==> src/rtl/ava_bram_stream_reader_if.sv <==
// Valid/ready word stream produced by ava_bram_stream_reader.
// The master drives data/valid/last, the slave answers with ready.
interface ava_bram_stream_reader_if #(
  parameter int WORD_WIDTH = 32
) ();
  logic [WORD_WIDTH-1:0] m_data;
  logic                  m_valid;
  logic                  m_ready;
  logic                  m_last;

  modport master (output m_data, output m_valid, output m_last, input m_ready);
  modport slave  (input m_data, input m_valid, input m_last, output m_ready);
endinterface

==> src/rtl/ava_bram_stream_reader.sv <==
// Sequential BRAM read engine: issues back-to-back reads from base_addr and
// streams the returned words through a 2-entry FIFO that hides read latency.
module ava_bram_stream_reader #(
  parameter  int WORD_COUNT = 1024,
  parameter  int WORD_WIDTH = 32,
  localparam int ADDR_WIDTH = $clog2(WORD_COUNT),
  localparam int LEN_WIDTH  = $clog2(WORD_COUNT + 1)
) (
  input  logic                  clk,
  input  logic                  rst_n,
  input  logic                  start,
  input  logic [ADDR_WIDTH-1:0] base_addr,
  input  logic [LEN_WIDTH-1:0]  length,
  output logic                  busy,
  output logic                  done,
  output logic [ADDR_WIDTH-1:0] mem_a,
  output logic                  mem_en,
  input  logic [WORD_WIDTH-1:0] mem_do,
  ava_bram_stream_reader_if.master m
);

  typedef enum logic {IDLE, RUN} state_t;

  state_t                state_reg, state_next;
  logic [LEN_WIDTH-1:0]  rem_issue_reg;
  logic [LEN_WIDTH-1:0]  rem_out_reg;
  logic [ADDR_WIDTH-1:0] mem_a_reg;
  logic                  inflight_reg;
  logic [1:0]            cnt_reg;
  logic [WORD_WIDTH-1:0] buf_reg [2];
  logic                  done_reg;

  logic       accept;
  logic       push;
  logic       pop;
  logic       last_pop;
  logic [2:0] occ_after;

  assign accept    = start && (state_reg == IDLE);
  assign push      = inflight_reg;
  assign pop       = (cnt_reg != 2'd0) && m.m_ready;
  assign last_pop  = pop && (rem_out_reg == LEN_WIDTH'(1));
  // Occupancy once this cycle's returning word lands and any handshake leaves.
  assign occ_after = 3'(cnt_reg) + 3'(inflight_reg) - 3'(pop);

  always_ff @(posedge clk) begin
    if (!rst_n) begin
      state_reg <= IDLE;
    end else begin
      state_reg <= state_next;
    end
  end

  always_comb begin
    state_next = state_reg;
    case (state_reg)
      IDLE:    if (accept && (length != '0)) state_next = RUN;
      RUN:     if (last_pop) state_next = IDLE;
      default: state_next = IDLE;
    endcase
  end

  // A read is only issued if its word is guaranteed a free slot on return;
  // gating on this cycle's handshake keeps full rate with only two entries.
  always_comb begin
    busy   = (state_reg == RUN);
    mem_en = (state_reg == RUN) && (rem_issue_reg != '0) && (occ_after < 3'd2);
  end

  always_ff @(posedge clk) begin
    if (!rst_n) begin
      rem_issue_reg <= '0;
      rem_out_reg   <= '0;
      mem_a_reg     <= '0;
      inflight_reg  <= 1'b0;
      done_reg      <= 1'b0;
    end else begin
      done_reg     <= (accept && (length == '0)) || last_pop;
      inflight_reg <= mem_en;
      if (accept) begin
        mem_a_reg     <= base_addr;
        rem_issue_reg <= length;
        rem_out_reg   <= length;
      end else begin
        if (mem_en) begin
          mem_a_reg     <= (mem_a_reg == ADDR_WIDTH'(WORD_COUNT - 1)) ? '0 : mem_a_reg + 1'b1;
          rem_issue_reg <= rem_issue_reg - 1'b1;
        end
        if (pop) begin
          rem_out_reg <= rem_out_reg - 1'b1;
        end
      end
    end
  end

  always_ff @(posedge clk) begin
    if (!rst_n) begin
      cnt_reg    <= 2'd0;
      buf_reg[0] <= '0;
      buf_reg[1] <= '0;
    end else begin
      cnt_reg <= cnt_reg + 2'(push) - 2'(pop);
      case ({push, pop})
        2'b10: buf_reg[cnt_reg[0]] <= mem_do;
        2'b01: buf_reg[0] <= buf_reg[1];
        2'b11: begin
          if (cnt_reg == 2'd1) begin
            buf_reg[0] <= mem_do;
          end else begin
            buf_reg[0] <= buf_reg[1];
            buf_reg[1] <= mem_do;
          end
        end
        default: ;
      endcase
    end
  end

  assign mem_a     = mem_a_reg;
  assign done      = done_reg;
  assign m.m_data  = buf_reg[0];
  assign m.m_valid = (cnt_reg != 2'd0);
  assign m.m_last  = (cnt_reg != 2'd0) && (rem_out_reg == LEN_WIDTH'(1));

endmodule

==> src/flat_wrapper.sv <==
// flat-port wrapper written by rule: the top's interface ports become plain ports
module ava_bram_stream_reader_flat 
#(
  parameter  int WORD_COUNT = 1024,
  parameter  int WORD_WIDTH = 32,
  localparam int ADDR_WIDTH = $clog2(WORD_COUNT),
  localparam int LEN_WIDTH  = $clog2(WORD_COUNT + 1)
)
  (clk, rst_n, start, base_addr, length, busy, done, mem_a, mem_en, mem_do, m_m_data, m_m_valid, m_m_last, m_m_ready);
  ava_bram_stream_reader_if #(.WORD_WIDTH(WORD_WIDTH)) m_i ();
  input  logic clk;
  input  logic rst_n;
  input  logic start;
  input  logic [ADDR_WIDTH-1:0] base_addr;
  input  logic [LEN_WIDTH-1:0] length;
  output logic busy;
  output logic done;
  output logic [ADDR_WIDTH-1:0] mem_a;
  output logic mem_en;
  input  logic [WORD_WIDTH-1:0] mem_do;
  output wire logic [$bits(m_i.m_data)-1:0] m_m_data;
  output wire logic [$bits(m_i.m_valid)-1:0] m_m_valid;
  output wire logic [$bits(m_i.m_last)-1:0] m_m_last;
  input wire logic [$bits(m_i.m_ready)-1:0] m_m_ready;
  assign m_m_data = m_i.m_data;
  assign m_m_valid = m_i.m_valid;
  assign m_m_last = m_i.m_last;
  assign m_i.m_ready = m_m_ready;
  ava_bram_stream_reader #(.WORD_COUNT(WORD_COUNT), .WORD_WIDTH(WORD_WIDTH)) u_core (.clk(clk), .rst_n(rst_n), .start(start), .base_addr(base_addr), .length(length), .busy(busy), .done(done), .mem_a(mem_a), .mem_en(mem_en), .mem_do(mem_do), .m(m_i));
endmodule
==> config.mk <==
export PLATFORM = sky130hd
export DESIGN_NAME = ava_bram_stream_reader_flat
export DESIGN_NICKNAME = d
export VERILOG_FILES = /design/src/rtl/ava_bram_stream_reader_if.sv /design/src/rtl/ava_bram_stream_reader.sv /design/src/flat_wrapper.sv
export SDC_FILE = /design/constraint.sdc
export NUM_CORES = 1
export LEC_CHECK = 0
export ABC_AREA = 1
export CORE_MARGIN = 1.5
export CORE_UTILIZATION = 45
export DETAILED_ROUTE_END_ITERATION = 10
export PLACE_DENSITY = 0.71
export SLEW_MARGIN = 10
export SYNTH_ARGS = -nofsm -noshare
export SYNTH_HDL_FRONTEND = slang
export SYNTH_SLANG_ARGS = --single-unit
export TNS_END_PERCENT = 100
==> constraint.sdc <==
create_clock -name clk -period 7 [get_ports clk]
set_input_delay 1.4 -clock clk [delete_from_list [all_inputs] [get_ports clk]]
set_output_delay 1.4 -clock clk [all_outputs]
set_load 0.05 [all_outputs]
# After elaboration in Yosys (flattened, before gate mapping)

Memory sizes are Yosys's and may differ from the RTL's.
Index checks and enable logic that the tools add are counted.

Memories: 1
Bits of input ports: 57
Output and inout port bits: 47
RAM bits: 64
Word-level logic and storage cells: 75
Register bits: 37

Reduce and logical (&&, ||, !) cells: 16
Magnitude comparators: 1
Add/sub/neg operators: 7
Muxes and demuxes: 32
Bitwise operators: 5
Eq/ne operators: 6

Memories:

| name           | words | width | read ports | clocked after Yosys merged registers in | wr ports | RTL line                     | RTL |
|---|---|---|---|---|---|---|---|
| u_core.buf_reg | 2     | 32    | 2          | 0                                       | 2        | ava_bram_stream_reader.sv:30 | `logic [WORD_WIDTH-1:0] buf_reg [2];` |

Operator list:

| kind                                                                    | count |
|---|---|
| 32-bit two-way mux                                                      | 5 |
| 11-bit two-way mux                                                      | 4 |
| 32-bit OR reduction                                                     | 1 |
| 10-bit two-way mux                                                      | 3 |
| 11-bit nonzero test                                                     | 2 |
| 11-bit by 1-bit subtractor with 11-bit output (second input constant)   | 2 |
| 1-bit two-way mux                                                       | 19 |
| 11-bit by 1-bit equality test with 1-bit output (second input constant) | 1 |
| 11-bit logical NOT                                                      | 1 |
| 10-bit by 1-bit adder with 10-bit output (second input constant)        | 1 |
| 10-bit equality test (second input constant)                            | 1 |
| 1-bit logical AND                                                       | 8 |
| 2-bit nonzero test                                                      | 3 |
| 2-bit by 1-bit equality test with 1-bit output (second input constant)  | 2 |
| 2-bit equality test (second input constant)                             | 2 |
| 1-bit bitwise OR                                                        | 4 |
| 2-bit by 1-bit adder with 3-bit output                                  | 1 |
| 3-bit by 2-bit < comparator with 1-bit output (second input constant)   | 1 |
| 3-bit by 1-bit subtractor with 3-bit output                             | 1 |
| 2-bit by 1-bit adder with 2-bit output                                  | 1 |
| 1-bit case mux with 2 select lines                                      | 1 |
| 2-bit by 1-bit subtractor with 2-bit output                             | 1 |
| 1-bit logical OR                                                        | 1 |
| 1-bit inverter                                                          | 1 |

# Depth between registers and ports, before layout

Word-level depth: 10
Mapped depth: 17
Depth with buffers taken out: 17

# Worst setup path before layout

OpenSTA, ideal clock, no wires.

Kind: input -> output
Start point: input port m_m_ready
End point: output port mem_en
Data required time: 5.600 ns
Arrival: 3.312 ns
Slack: 2.288 ns
Stages: 12
Path buffers: 0
Cells stage by stage: inv_1 -> nor2_4 -> inv_2 -> ha_1 -> inv_1 -> ha_1 -> fa_1 -> inv_1 -> nand4_1 -> inv_1 -> nand2_2 -> clkinv_1

Longest elaborated chain between the ends: 4

Ends and longest elaborated chain:

| what                                          | RTL line                     | RTL |
|---|---|---|
| from (decl)                                   | flat_wrapper.sv:24           | `input wire logic [$bits(m_i.m_ready)-1:0] m_m_ready;` |
| 1-bit logical AND                             | ava_bram_stream_reader.sv:41 | `assign pop = (cnt_reg != 2'd0) && m.m_ready;` |
| 3-bit by 1-bit subtractor with 3-bit output   | ava_bram_stream_reader.sv:44 | `assign occ_after = 3'(cnt_reg) + 3'(inflight_reg) - 3'(pop);` |
| via u_core.occ_after[1]                       | ava_bram_stream_reader.sv:37 | `logic [2:0] occ_after;` |
| 3-bit by 2-bit < comparator with 1-bit output | ava_bram_stream_reader.sv:67 | `mem_en = (state_reg == RUN) && (rem_issue_reg != '0) && (occ_after < 3'd2);` |
| 1-bit logical AND                             | ava_bram_stream_reader.sv:67 |  |
| to (decl)                                     | flat_wrapper.sv:19           | `output logic mem_en;` |

The timed path passes the listed nets, and every way through them passes these cells.

# Worst setup path after layout

Same ends and word-level chain as after synthesis.

==> impl_results.md <==
* Buffer depth of the longest clock path at 2
* Clock tree from TritonCTS: done
* Global-route wire length before repair at 19,300 um
* Clock-pin slew on the worst setup and hold paths at approximately 0.07 ns
* Worst Setup Start Kind: primary input
* Dominant cell type by area after synthesis: sky130_fd_sc_hd__edfxtp_1
* Number of buffers inserted for hold repair after clock tree synthesis at 0
* Core ar. at between 0.01 and 0.015 mm^2
* Post-synth EDFFs at 64
* Number of maximum-capacitance violations at 0
* Share of Yosys cell area claimed by the top area cell type at 37.2%
* Top Ports at between 100 and 150
* Average footprint of a synthesized cell at approximately 7.9 um^2
* Share of final-layout standard cells stronger than drive strength 1 at 4.48%
* Sequential cell area at about 0.0027 mm^2
* Vias in the first global route at between 4k and 5k
* Die width at approximately 110 um
* Grt total ovfl at 0
* Syn Nets at between 700 and 800
* Full die area at ~0.012 mm^2
* Clock Latency Late Sink at between 0.3 and 0.4 ns
* Total DRC errors in the routed layout at 0
* Number of warnings printed during yosys synthesis at 0
* Dpl cells at approximately 880
* Arrival time at the worst endpoint at approximately 4.5 ns
* H-Tree Level Count at 3
* Status: finished, final reports clean
* DR pass1 iterations at 5
* Multi-input gate area at between 0.002 and 0.0025 mm^2
* Count leader, synth: sky130_fd_sc_hd__nand2_1
* Crit Path Max Fanout at 8
* Ranking of synthesized cells by area: sky130_fd_sc_hd__edfxtp_1 (37%), sky130_fd_sc_hd__dfxtp_1 (14%), sky130_fd_sc_hd__nand2_1 (13%), sky130_fd_sc_hd__inv_1 (6.9%), sky130_fd_sc_hd__nor2_1 (5.5%)
* Worst supply voltage drop on vdd at between 0.15 and 0.2 mV
* Flip-flop cell with the highest count after synthesis: sky130_fd_sc_hd__edfxtp_1
* NumNets Final at slightly above 800
* Gpl congestion at 0.865
* Relative slew margins at between 20% and 30%
* CP Class: primary input to output pin
* Post-synthesis instance area at about 0.0052 mm^2
* Number of flip-flops in the largest register at 64
* Syn Inst Count at around 660
* Number of antenna diodes at 0
* Chip height at 110 um
* Max Slew Vio Count at 0
* PwrDens at about 340 mW/mm^2
* Pin count of the biggest net entering global routing at 65
* Leakage at 2.84 nW
* CP Data Required Time at approximately 5.6 ns
* Element type at the critical path end: output pin
* Final-report setup violation count at 0
* Root buffer cell: sky130_fd_sc_hd__clkbuf_16
* Number of buffers added on ports at between 100 and 150
* Post-synthesis register bit count at just over 100
* Final-layout worst hold slack at 0.505 ns
* Gates resized, CTS repair at 0
* Final Non-Filler Cells at 899
* Number of filler cells placed in the layout at between 1k and 1.5k
* Share of the clock period used by the worst path after layout at a little over four fifths
* Most frequent cells after synthesis: sky130_fd_sc_hd__nand2_1 (186), sky130_fd_sc_hd__inv_1 (95), sky130_fd_sc_hd__nor2_1 (76), sky130_fd_sc_hd__edfxtp_1 (64), sky130_fd_sc_hd__nand3_1 (50)
* Number of antenna violations at the first check in global routing at 0
* Fraction of the yosys area taken by sequential cells at about 51%
* HPWL after DPL at 8510 um
* Number of sinks on the clock net at 101
* Area Overhead vs Synth at 27.9%
* Proportion of register bits with asynchronous set or reset after synthesis at 0%
* TNS Setup at 0 ns
* Skew final at between 0.006 and 0.007 ns
* Clock buffers created by TritonCTS at 9
* Minimum period implied by the final worst setup slack at between 5 and 6 ns
* Max Fclk at 169 MHz
* Final Routed Wirelength at ~12,000 um
* Final routed wire length divided by cell count at approximately 13 um
* Vias per cell at 4.96
* Hold WC Path Type: flop to flop
* Final number of hold-violating endpoints at 0
* Starting density of the core at 46.9%
* Unrepaired setup endpoints after global routing: no
* Distinct cell type count after synthesis at 34
* DR vias at approximately 4.5k
* Setup Fix Bufs, Post-CTS at 0
* Transition time at the pin with the least slew margin at around 1.1 ns
* Iteration-0 DRC count of the detailed router at 267
* Total track usage at about a fifth
* Cell Rows at 38
* Remaining antenna violation count after routing at 0
cells in the final DEF (no fill, tap or decap), drive strengths merged, types with 6 or more instances in the layout:
master / netlist / final
dfxtp: 37 / 37
clkdlybuf4s50: 0 / 103
inv: 98 / 100
o21ai: 46 / 46
buf: 17 / 6
nor2: 82 / 82
xnor2: 7 / 7
ha: 7 / 7
nand2: 188 / 188
clkbuf: 7 / 12
a21oi: 20 / 20
nand4: 8 / 8
nand3: 50 / 50
edfxtp: 64 / 64
per-stage QoR:
step / util, % / cell area (um^2) / power [mW] / setup WS (ns)
final: 60.0 / 6620 / 2.26 / 1.08
after global routing: 60.0 / 6620 / 2.41 / 0.914
after CTS: 60.0 / 6620 / 2.28 / 1.06
after detailed placement: 57.2 / 6310 / 1.76 / 1.07
after global placement: 57.2 / 6310 / 1.74 / 1.13
after floorplan: - / 5170 / 1.49 / 2.29
worst max-delay path: stages:
cell and delay, ns:
sky130_fd_sc_hd__clkdlybuf4s50_1 0.50, sky130_fd_sc_hd__inv_1 0.08, sky130_fd_sc_hd__nor2_4 0.18, sky130_fd_sc_hd__inv_2 0.06
sky130_fd_sc_hd__ha_1 0.27, sky130_fd_sc_hd__inv_1 0.04, sky130_fd_sc_hd__ha_1 0.18, sky130_fd_sc_hd__fa_1 0.50
sky130_fd_sc_hd__inv_1 0.04, sky130_fd_sc_hd__nand4_1 0.08, sky130_fd_sc_hd__inv_1 0.06, sky130_fd_sc_hd__nand2_2 0.07
sky130_fd_sc_hd__clkinv_1 0.25, sky130_fd_sc_hd__clkdlybuf4s50_1 0.80
layout make-up:
cell class,count,share of cell area (%)
Sequential cell,101,40.2
Clock buffer,12,3.88
Clock inverter,4,0.794
Tap cell,140,2.65
Multi-Input combinational cell,434,30.6
Timing Repair Buffer,109,16.3
Inverter,99,5.62
logic make-up after synthesis:
kind of cell / count (synthesis) / share of synthesized area, %
AND/OR/NAND/NOR: 339 / 27.4
buffers and inverters: 123 / 9.46
flip-flops: 101 / 51.5
AO/OA/AOI/OAI: 76 / 7.76
XOR/XNOR: 11 / 1.86
adder cells (fa/ha/maj): 8 / 2.08
report_power, final:
part,switching [mW],internal [mW]
Combinational,0.607,0.296
Sequential,0.0674,0.772
Clock,0.217,0.299
Total,0.892,1.37
final timing paths:
path / start / to / slack, ns / cells after the start
worst max-delay path: m_m_ready / mem_en / 1.08 / 14
worst min-delay path: u_core.rem_issue_reg[0] / u_core.rem_issue_reg[0] / 0.50 / 2
worst max register to register: u_core.cnt_reg[0] / u_core.mem_a[5] / 3.93 / 17
worst min register to register: u_core.rem_issue_reg[0] / u_core.rem_issue_reg[0] / 0.50 / 2
metal layers:
metal	global-route usage, %	up-vias	wire, um
met5	0	-	0
met3	3.12	16	543
met1	26.9	2046	5550
met2	34.4	107	5710
li1	-	2288	-
met4	8.52	0	214
Power figures use the tool's default switching activity.
